===== config.mk =====
export PLATFORM = sky130hd
export DESIGN_NAME = apb_master_arbiter_flat
export DESIGN_NICKNAME = d
export VERILOG_FILES = /design/src/rtl/apb_master_arbiter_if.sv /design/src/rtl/apb_master_arbiter.sv /design/src/flat_wrapper.sv
export SDC_FILE = /design/constraint.sdc
export NUM_CORES = 1
export LEC_CHECK = 0
export CAP_MARGIN = 20
export CELL_PAD_IN_SITES_DETAIL_PLACEMENT = 0
export CELL_PAD_IN_SITES_GLOBAL_PLACEMENT = 1
export CORE_MARGIN = 8
export CORE_UTILIZATION = 45
export CTS_CLUSTER_SIZE = 25
export DETAILED_ROUTE_END_ITERATION = 12
export DONT_BUFFER_PORTS = 1
export PLACE_DENSITY_LB_ADDON = 0.1
export SLEW_MARGIN = 20
export SYNTH_ARGS = -nofsm -noshare
export SYNTH_HDL_FRONTEND = slang
export SYNTH_SLANG_ARGS = --single-unit
export TNS_END_PERCENT = 100

===== constraint.sdc =====
create_clock -name PCLK -period 2 [get_ports PCLK]
set_input_delay 0.3 -clock PCLK [delete_from_list [all_inputs] [get_ports PCLK]]
set_output_delay 0.3 -clock PCLK [all_outputs]
set_load 0.01 [all_outputs]

===== src/rtl/apb_master_arbiter_if.sv =====
// Bundle of requester-side and APB-side signals shared by apb_master_arbiter and its environment.
// The master modport is the arbiter's view; the slave modport is the view of whatever drives requests and the APB slave.
interface apb_master_arbiter_if #(
  parameter int NumOfRequesters = 2
);

  logic [NumOfRequesters-1:0]    req;
  logic [NumOfRequesters-1:0]    req_write;
  logic [16*NumOfRequesters-1:0] req_addr;
  logic [32*NumOfRequesters-1:0] req_wdata;
  logic [NumOfRequesters-1:0]    ack;
  logic [31:0]                   rdata;
  logic                          err;

  logic [15:0] PADDR;
  logic        PSEL;
  logic        PENABLE;
  logic        PWRITE;
  logic [31:0] PWDATA;
  logic        PREADY;
  logic [31:0] PRDATA;
  logic        PSLVERROR;

  modport master (
    input  req, req_write, req_addr, req_wdata, PREADY, PRDATA, PSLVERROR,
    output ack, rdata, err, PADDR, PSEL, PENABLE, PWRITE, PWDATA
  );

  modport slave (
    output req, req_write, req_addr, req_wdata, PREADY, PRDATA, PSLVERROR,
    input  ack, rdata, err, PADDR, PSEL, PENABLE, PWRITE, PWDATA
  );

endinterface


===== src/rtl/apb_master_arbiter.sv =====
// Round-robin arbiter that lets several requesters share one APB master port.
// Define APB_ARB_TIMEOUT_EN to bound the ACCESS phase to TimeoutCycles cycles.
module apb_master_arbiter #(
  parameter int NumOfRequesters = 2,
  parameter int TimeoutCycles   = 255
) (
  input logic                  PCLK,
  input logic                  PRESETn,
  apb_master_arbiter_if.master bus
);

  localparam int GW = $clog2(NumOfRequesters);

  localparam logic [1:0] IDLE   = 2'd0;
  localparam logic [1:0] SETUP  = 2'd1;
  localparam logic [1:0] ACCESS = 2'd2;
  localparam logic [1:0] DONE   = 2'd3;

  if (NumOfRequesters < 2 || NumOfRequesters > 8 || TimeoutCycles < 1) begin : g_param_check
    $error("apb_master_arbiter: parameter out of range");
  end

  logic [1:0]                 state;
  logic [GW-1:0]              last_grant;
  logic [GW-1:0]              next_grant;
  logic [GW-1:0]              cand;
  logic                       found;
  int                         cand_sum;
  logic [15:0]                paddr_q;
  logic [31:0]                pwdata_q;
  logic                       pwrite_q;
  logic [31:0]                rdata_q;
  logic                       err_q;
  logic [NumOfRequesters-1:0] ack_vec;

  // Search starts one past the previous winner so every requester gets a turn.
  always_comb begin
    next_grant = last_grant;
    found      = 1'b0;
    cand       = '0;
    cand_sum   = 0;
    for (int off = 1; off <= NumOfRequesters; off++) begin
      cand_sum = int'(last_grant) + off;
      if (cand_sum >= NumOfRequesters) begin
        cand_sum = cand_sum - NumOfRequesters;
      end
      cand = GW'(cand_sum);
      if (!found && bus.req[cand]) begin
        found      = 1'b1;
        next_grant = cand;
      end
    end
  end

`ifdef APB_ARB_TIMEOUT_EN
  localparam int TW = $clog2(TimeoutCycles + 1);

  logic [TW-1:0] access_cnt;
  logic          timeout_hit;

  always_ff @(posedge PCLK or negedge PRESETn) begin
    if (!PRESETn) begin
      access_cnt <= '0;
    end else if (state != ACCESS) begin
      access_cnt <= '0;
    end else begin
      access_cnt <= access_cnt + TW'(1);
    end
  end

  assign timeout_hit = (state == ACCESS) && (access_cnt == TW'(TimeoutCycles - 1));
`endif

  always_ff @(posedge PCLK or negedge PRESETn) begin
    if (!PRESETn) begin
      state      <= IDLE;
      last_grant <= GW'(NumOfRequesters - 1);
      paddr_q    <= '0;
      pwdata_q   <= '0;
      pwrite_q   <= 1'b0;
      rdata_q    <= '0;
      err_q      <= 1'b0;
    end else begin
      case (state)
        IDLE: begin
          if (found) begin
            state      <= SETUP;
            last_grant <= next_grant;
            paddr_q    <= bus.req_addr[16*next_grant +: 16];
            pwdata_q   <= bus.req_wdata[32*next_grant +: 32];
            pwrite_q   <= bus.req_write[next_grant];
          end
        end
        SETUP: begin
          state <= ACCESS;
        end
        ACCESS: begin
          if (bus.PREADY) begin
            rdata_q <= bus.PRDATA;
            err_q   <= bus.PSLVERROR;
            state   <= DONE;
          end
`ifdef APB_ARB_TIMEOUT_EN
          else if (timeout_hit) begin
            rdata_q <= '0;
            err_q   <= 1'b1;
            state   <= DONE;
          end
`endif
        end
        default: begin
          state <= IDLE;
        end
      endcase
    end
  end

  // The completion pulse goes to the requester that owns the finished transfer.
  always_comb begin
    ack_vec = '0;
    if (state == DONE) begin
      ack_vec[last_grant] = 1'b1;
    end
  end

  assign bus.PSEL    = (state == SETUP) || (state == ACCESS);
  assign bus.PENABLE = (state == ACCESS);
  assign bus.PADDR   = paddr_q;
  assign bus.PWDATA  = pwdata_q;
  assign bus.PWRITE  = pwrite_q;
  assign bus.ack     = ack_vec;
  assign bus.rdata   = rdata_q;
  assign bus.err     = err_q;

endmodule

===== src/flat_wrapper.sv =====
// flat-port wrapper written by rule: the top's interface ports become plain ports
module apb_master_arbiter_flat 
#(
  parameter int NumOfRequesters = 2,
  parameter int TimeoutCycles   = 255
)
  (PCLK, PRESETn, bus_req, bus_req_write, bus_req_addr, bus_req_wdata, bus_PREADY, bus_PRDATA, bus_PSLVERROR, bus_ack, bus_rdata, bus_err, bus_PADDR, bus_PSEL, bus_PENABLE, bus_PWRITE, bus_PWDATA);
  apb_master_arbiter_if #(.NumOfRequesters(NumOfRequesters)) bus_i ();
  input logic PCLK;
  input logic PRESETn;
  input wire logic [$bits(bus_i.req)-1:0] bus_req;
  input wire logic [$bits(bus_i.req_write)-1:0] bus_req_write;
  input wire logic [$bits(bus_i.req_addr)-1:0] bus_req_addr;
  input wire logic [$bits(bus_i.req_wdata)-1:0] bus_req_wdata;
  input wire logic [$bits(bus_i.PREADY)-1:0] bus_PREADY;
  input wire logic [$bits(bus_i.PRDATA)-1:0] bus_PRDATA;
  input wire logic [$bits(bus_i.PSLVERROR)-1:0] bus_PSLVERROR;
  output wire logic [$bits(bus_i.ack)-1:0] bus_ack;
  output wire logic [$bits(bus_i.rdata)-1:0] bus_rdata;
  output wire logic [$bits(bus_i.err)-1:0] bus_err;
  output wire logic [$bits(bus_i.PADDR)-1:0] bus_PADDR;
  output wire logic [$bits(bus_i.PSEL)-1:0] bus_PSEL;
  output wire logic [$bits(bus_i.PENABLE)-1:0] bus_PENABLE;
  output wire logic [$bits(bus_i.PWRITE)-1:0] bus_PWRITE;
  output wire logic [$bits(bus_i.PWDATA)-1:0] bus_PWDATA;
  assign bus_i.req = bus_req;
  assign bus_i.req_write = bus_req_write;
  assign bus_i.req_addr = bus_req_addr;
  assign bus_i.req_wdata = bus_req_wdata;
  assign bus_i.PREADY = bus_PREADY;
  assign bus_i.PRDATA = bus_PRDATA;
  assign bus_i.PSLVERROR = bus_PSLVERROR;
  assign bus_ack = bus_i.ack;
  assign bus_rdata = bus_i.rdata;
  assign bus_err = bus_i.err;
  assign bus_PADDR = bus_i.PADDR;
  assign bus_PSEL = bus_i.PSEL;
  assign bus_PENABLE = bus_i.PENABLE;
  assign bus_PWRITE = bus_i.PWRITE;
  assign bus_PWDATA = bus_i.PWDATA;
  apb_master_arbiter #(.NumOfRequesters(NumOfRequesters), .TimeoutCycles(TimeoutCycles)) u_core (.PCLK(PCLK), .PRESETn(PRESETn), .bus(bus_i));
endmodule

==> impl_metrics.sql <==
INSERT INTO impl_metrics (metric_group, metric, value, unit) VALUES
('outcome', 'run_status', 'finished, violations left', ''),
('outcome', 'failed_checks', 'hold timing', ''),
('timing', 'hold_slack', '-0.368', 'ns'),
('worst_setup_path', 'worst-r2r-cell-count', '5', ''),
('timing', 'fmax', '628', 'MHz'),
('route', 'route.antenna.remaining_nets', '0', ''),
('synth', 'asr_flop_ratio_synth', '1.00', ''),
('timing', 'number_of_hold_violations_in_the_final_report', '85', ''),
('worst_setup_path', 'path_delay_family', 'flip-flops', ''),
('worst_setup_path', 'timing_worst_setup_path_type', 'register to register', ''),
('grt', 'grt_overflow_total', '0', ''),
('placement', 'place.gp.congestion', '0.716', ''),
('worst_setup_path', 'timing.critical_path.fanout_max', '4', ''),
('power', 'post-layout-total-power', '7.15', 'mW'),
('clock_network', 'number_of_cts_inserted_buffers', '9', ''),
('timing', 'min_period', '1.59', 'ns'),
('synth', 'synth_simple_gate_area_share', '0.127', ''),
('finish', 'antenna_cell_count', '0', ''),
('synth', 'postSynthNetCount', '510', ''),
('floorplanning', 'die_height', '108', 'µm'),
('min_path', 'hold_path.class', 'input port to async pin', ''),
('grt', 'global_route.usage.met3', '0.0910', ''),
('grt', 'grt_max_degree', '86', ''),
('synth', 'synth.top_cell.area_share', '0.547', ''),
('worst_setup_path', 'regToRegEndpoint', 'u_core.state[1]$_DFFE_PN0P_', ''),
('synth', 'synthTopCellsByCount', '84 x dfrtp_1, 50 x nand3_1, 50 x nor2_1', ''),
('placement', 'place.port_buffers', '0', ''),
('finish', 'syn2layout_area_growth', '5.69', '%'),
('finish', 'fraction_of_final_layout_cells_with_drive_strength_greater_than_1', '0.175', ''),
('route', 'totalWireLength', '10800', 'µm'),
('worst_setup_path', 'slowest_stage_cell_on_the_critical_path', 'dfrtp_1', ''),
('synth', 'synth_top_area_cell', 'dfrtp_1', ''),
('clock_network', 'clk_latency', '0.35', 'ns'),
('timing', 'slew_headroom', '0.693', ''),
('run', 'timing.max_cap.violations', '0', ''),
('worst_setup_path', 'critPathMaxStageDelay', '0.37', 'ns'),
('placement', 'dp_hpwl', '7880', 'µm'),
('clock_network', 'cts-root-to-sink-buffers', '2', ''),
('route', 'route.detailed.drc', '0', ''),
('floorplanning', 'floorplan.initialDensity', '0.466', ''),
('route', 'via_per_inst', '5.90', ''),
('grt', 'grt-busiest-layer', 'met2', ''),
('floorplanning', 'core_area', '0.00826', 'mm²'),
('power', 'ir_worst_vdd', '0.592', 'mV'),
('synth', 'multiplexer_share_of_the_synthesized_area', '0.102', ''),
('floorplanning', 'count_of_boundary_i_o_pins', '222', ''),
('worst_setup_path', 'cp.buffers_inverters', '1', ''),
('synth', 'post_synthesis_share_of_cell_area_spent_on_full_adders_half_adders_and_majority_gates', '0.00976', ''),
('route', 'wl_per_instance', '23.3', 'µm'),
('worst_setup_path', 'timing.critical_path.arrival', '1.83', 'ns'),
('power', 'static-leakage-power', '1.64', 'nW'),
('clock_network', 'cts.clk_slew.worst_paths', '0.09', 'ns'),
('synth', 'synth_compound_area_frac', '0.150', ''),
('synth', 'main_combinational_cell_family_by_area_after_synthesis', 'compound AO/OA/AOI/OAI gates', ''),
('synth', 'mapped_avg_cell_area', '10.4', 'µm²'),
('synth', 'synthTopCellsByArea', 'dfrtp_1 55%, mux2_2 10%, a31oi_1 8.0%', ''),
('grt', 'grt_util_met2', '0.291', ''),
('clock_network', 'numClockSinks', '85', ''),
('clock_network', 'cts_tree', 'built', ''),
('floorplanning', 'fp.dieW', '108', 'µm'),
('worst_setup_path', 'reg2reg_setup_slack', '0.41', 'ns'),
('worst_setup_path', 'worstReg2RegStart', 'u_core.state[0]$_DFFE_PN0P_', ''),
('synth', 'number_of_flops_mapped_to_enable_cells_by_yosys', '0', ''),
('finish', 'layout.filler_cells', '828', ''),
('placement', 'placement.cell_area', '0.00388', 'mm²'),
('timing', 'worst_slew_pin_slew', '0.460', 'ns'),
('synth', 'seq_area_frac_synth', '0.553', ''),
('worst_setup_path', 'crit_required', '2.24', 'ns'),
('clock_network', 'cts.htree.levels', '3', ''),
('timing', 'finalCritPeriodShare', '0.797', ''),
('floorplanning', 'row_count', '33', '');
## kinds of logic (layout without fill, tap and decap cells)
logic type	count (synthesis)	count (layout)
compound gates	102	102
simple gates	108	108
fa+ha+maj	3	3
flops	85	85
mux	35	35
buf+inv	38	26
## power by group
part	switching, mW	internal [mW]	total, mW
logic	1.25	1.07	2.32
clock network	0.648	0.492	1.14
registers	1.08	2.62	3.70
## cell usage in the layout, fill, tap and decap left out, drive strengths merged, types with 2 or more instances in the layout
cell / count
and2: 2
mux2: 34
nand3: 50
a31oi: 49
inv: 5
nor2: 51
dfrtp: 84
o21ai: 50
clkinvlp: 3
ha: 3
clkbuf: 10
buf: 7
nand2: 2
## through the flow
stage,hold slack [ns],worst slack [ns],utilization,std cells
after CTS,-0.389,0.134,0.492,464
final,-0.368,0.406,0.492,464
after global routing,-0.402,0.261,0.492,464
after floorplan,0.00441,0.509,-,371
after detailed placement,0.00766,0.101,0.470,448
after global placement,0.00755,0.178,0.470,448
## layer usage
| metal | wire length, µm | vias up |
|---|---|---|
| li1 | - | 1286 |
| met2 | 5320 | 142 |
| met1 | 3900 | 1293 |
| met4 | 174 | 0 |
| met3 | 1420 | 15 |
| met5 | 0 | - |
## worst reg2reg max path, cell delays in order, from the launching register on
cell and delay [ns]:
dfrtp_1 0.37, inv_1 0.08, ha_1 0.29, nor2b_1 0.17, a21oi_1 0.22, mux2_2 0.36
## registers in the layout (all words and copies together), names as in the netlist
register,cells
u_core.bus.PADDR,16
u_core.bus.PWDATA,32
u_core.bus.PWRITE,1
u_core.bus.err,1
u_core.bus.rdata,32
u_core.last_grant,1
u_core.state,2
## what timing repair did
action	4_1_cts	5_1_grt
resized for setup	0	1
setup endpoints to repair	0	9
hold endpoints to repair	85	85
## worst max path at each step
| stage | depth (start not counted) | endpoint | start | slack [ns] |
|---|---|---|---|---|
| 2_1_floorplan | 5 | u_core.bus.err$_DFFE_PN0P_ | u_core.state[0]$_DFFE_PN0P_ | 0.51 |
| 4_1_cts | 4 | u_core.bus.PWDATA[28]$_DFFE_PN0P_ | u_core.last_grant$_DFFE_PN1P_ | 0.13 |
| 3_5_place_dp | 4 | u_core.bus.PADDR[13]$_DFFE_PN0P_ | u_core.last_grant$_DFFE_PN1P_ | 0.10 |
| 3_3_place_gp | 4 | u_core.bus.PWDATA[28]$_DFFE_PN0P_ | u_core.last_grant$_DFFE_PN1P_ | 0.18 |
| 5_1_grt | 4 | u_core.bus.PADDR[2]$_DFFE_PN0P_ | u_core.last_grant$_DFFE_PN1P_ | 0.26 |
| 6_report | 5 | u_core.state[1]$_DFFE_PN0P_ | u_core.state[0]$_DFFE_PN0P_ | 0.41 |
## final cells by class
| type | instances | share of cell area |
|---|---|---|
| sequential | 85 | 0.524 |
| multi-input combinational | 248 | 0.371 |
| clock buffer | 10 | 0.0339 |
| tap | 105 | 0.0323 |
| timing repair buffer | 7 | 0.0252 |
| clock inverter | 6 | 0.0111 |
| inverter | 3 | 0.00277 |
Note: power is estimated with default switching activity, not from simulation.
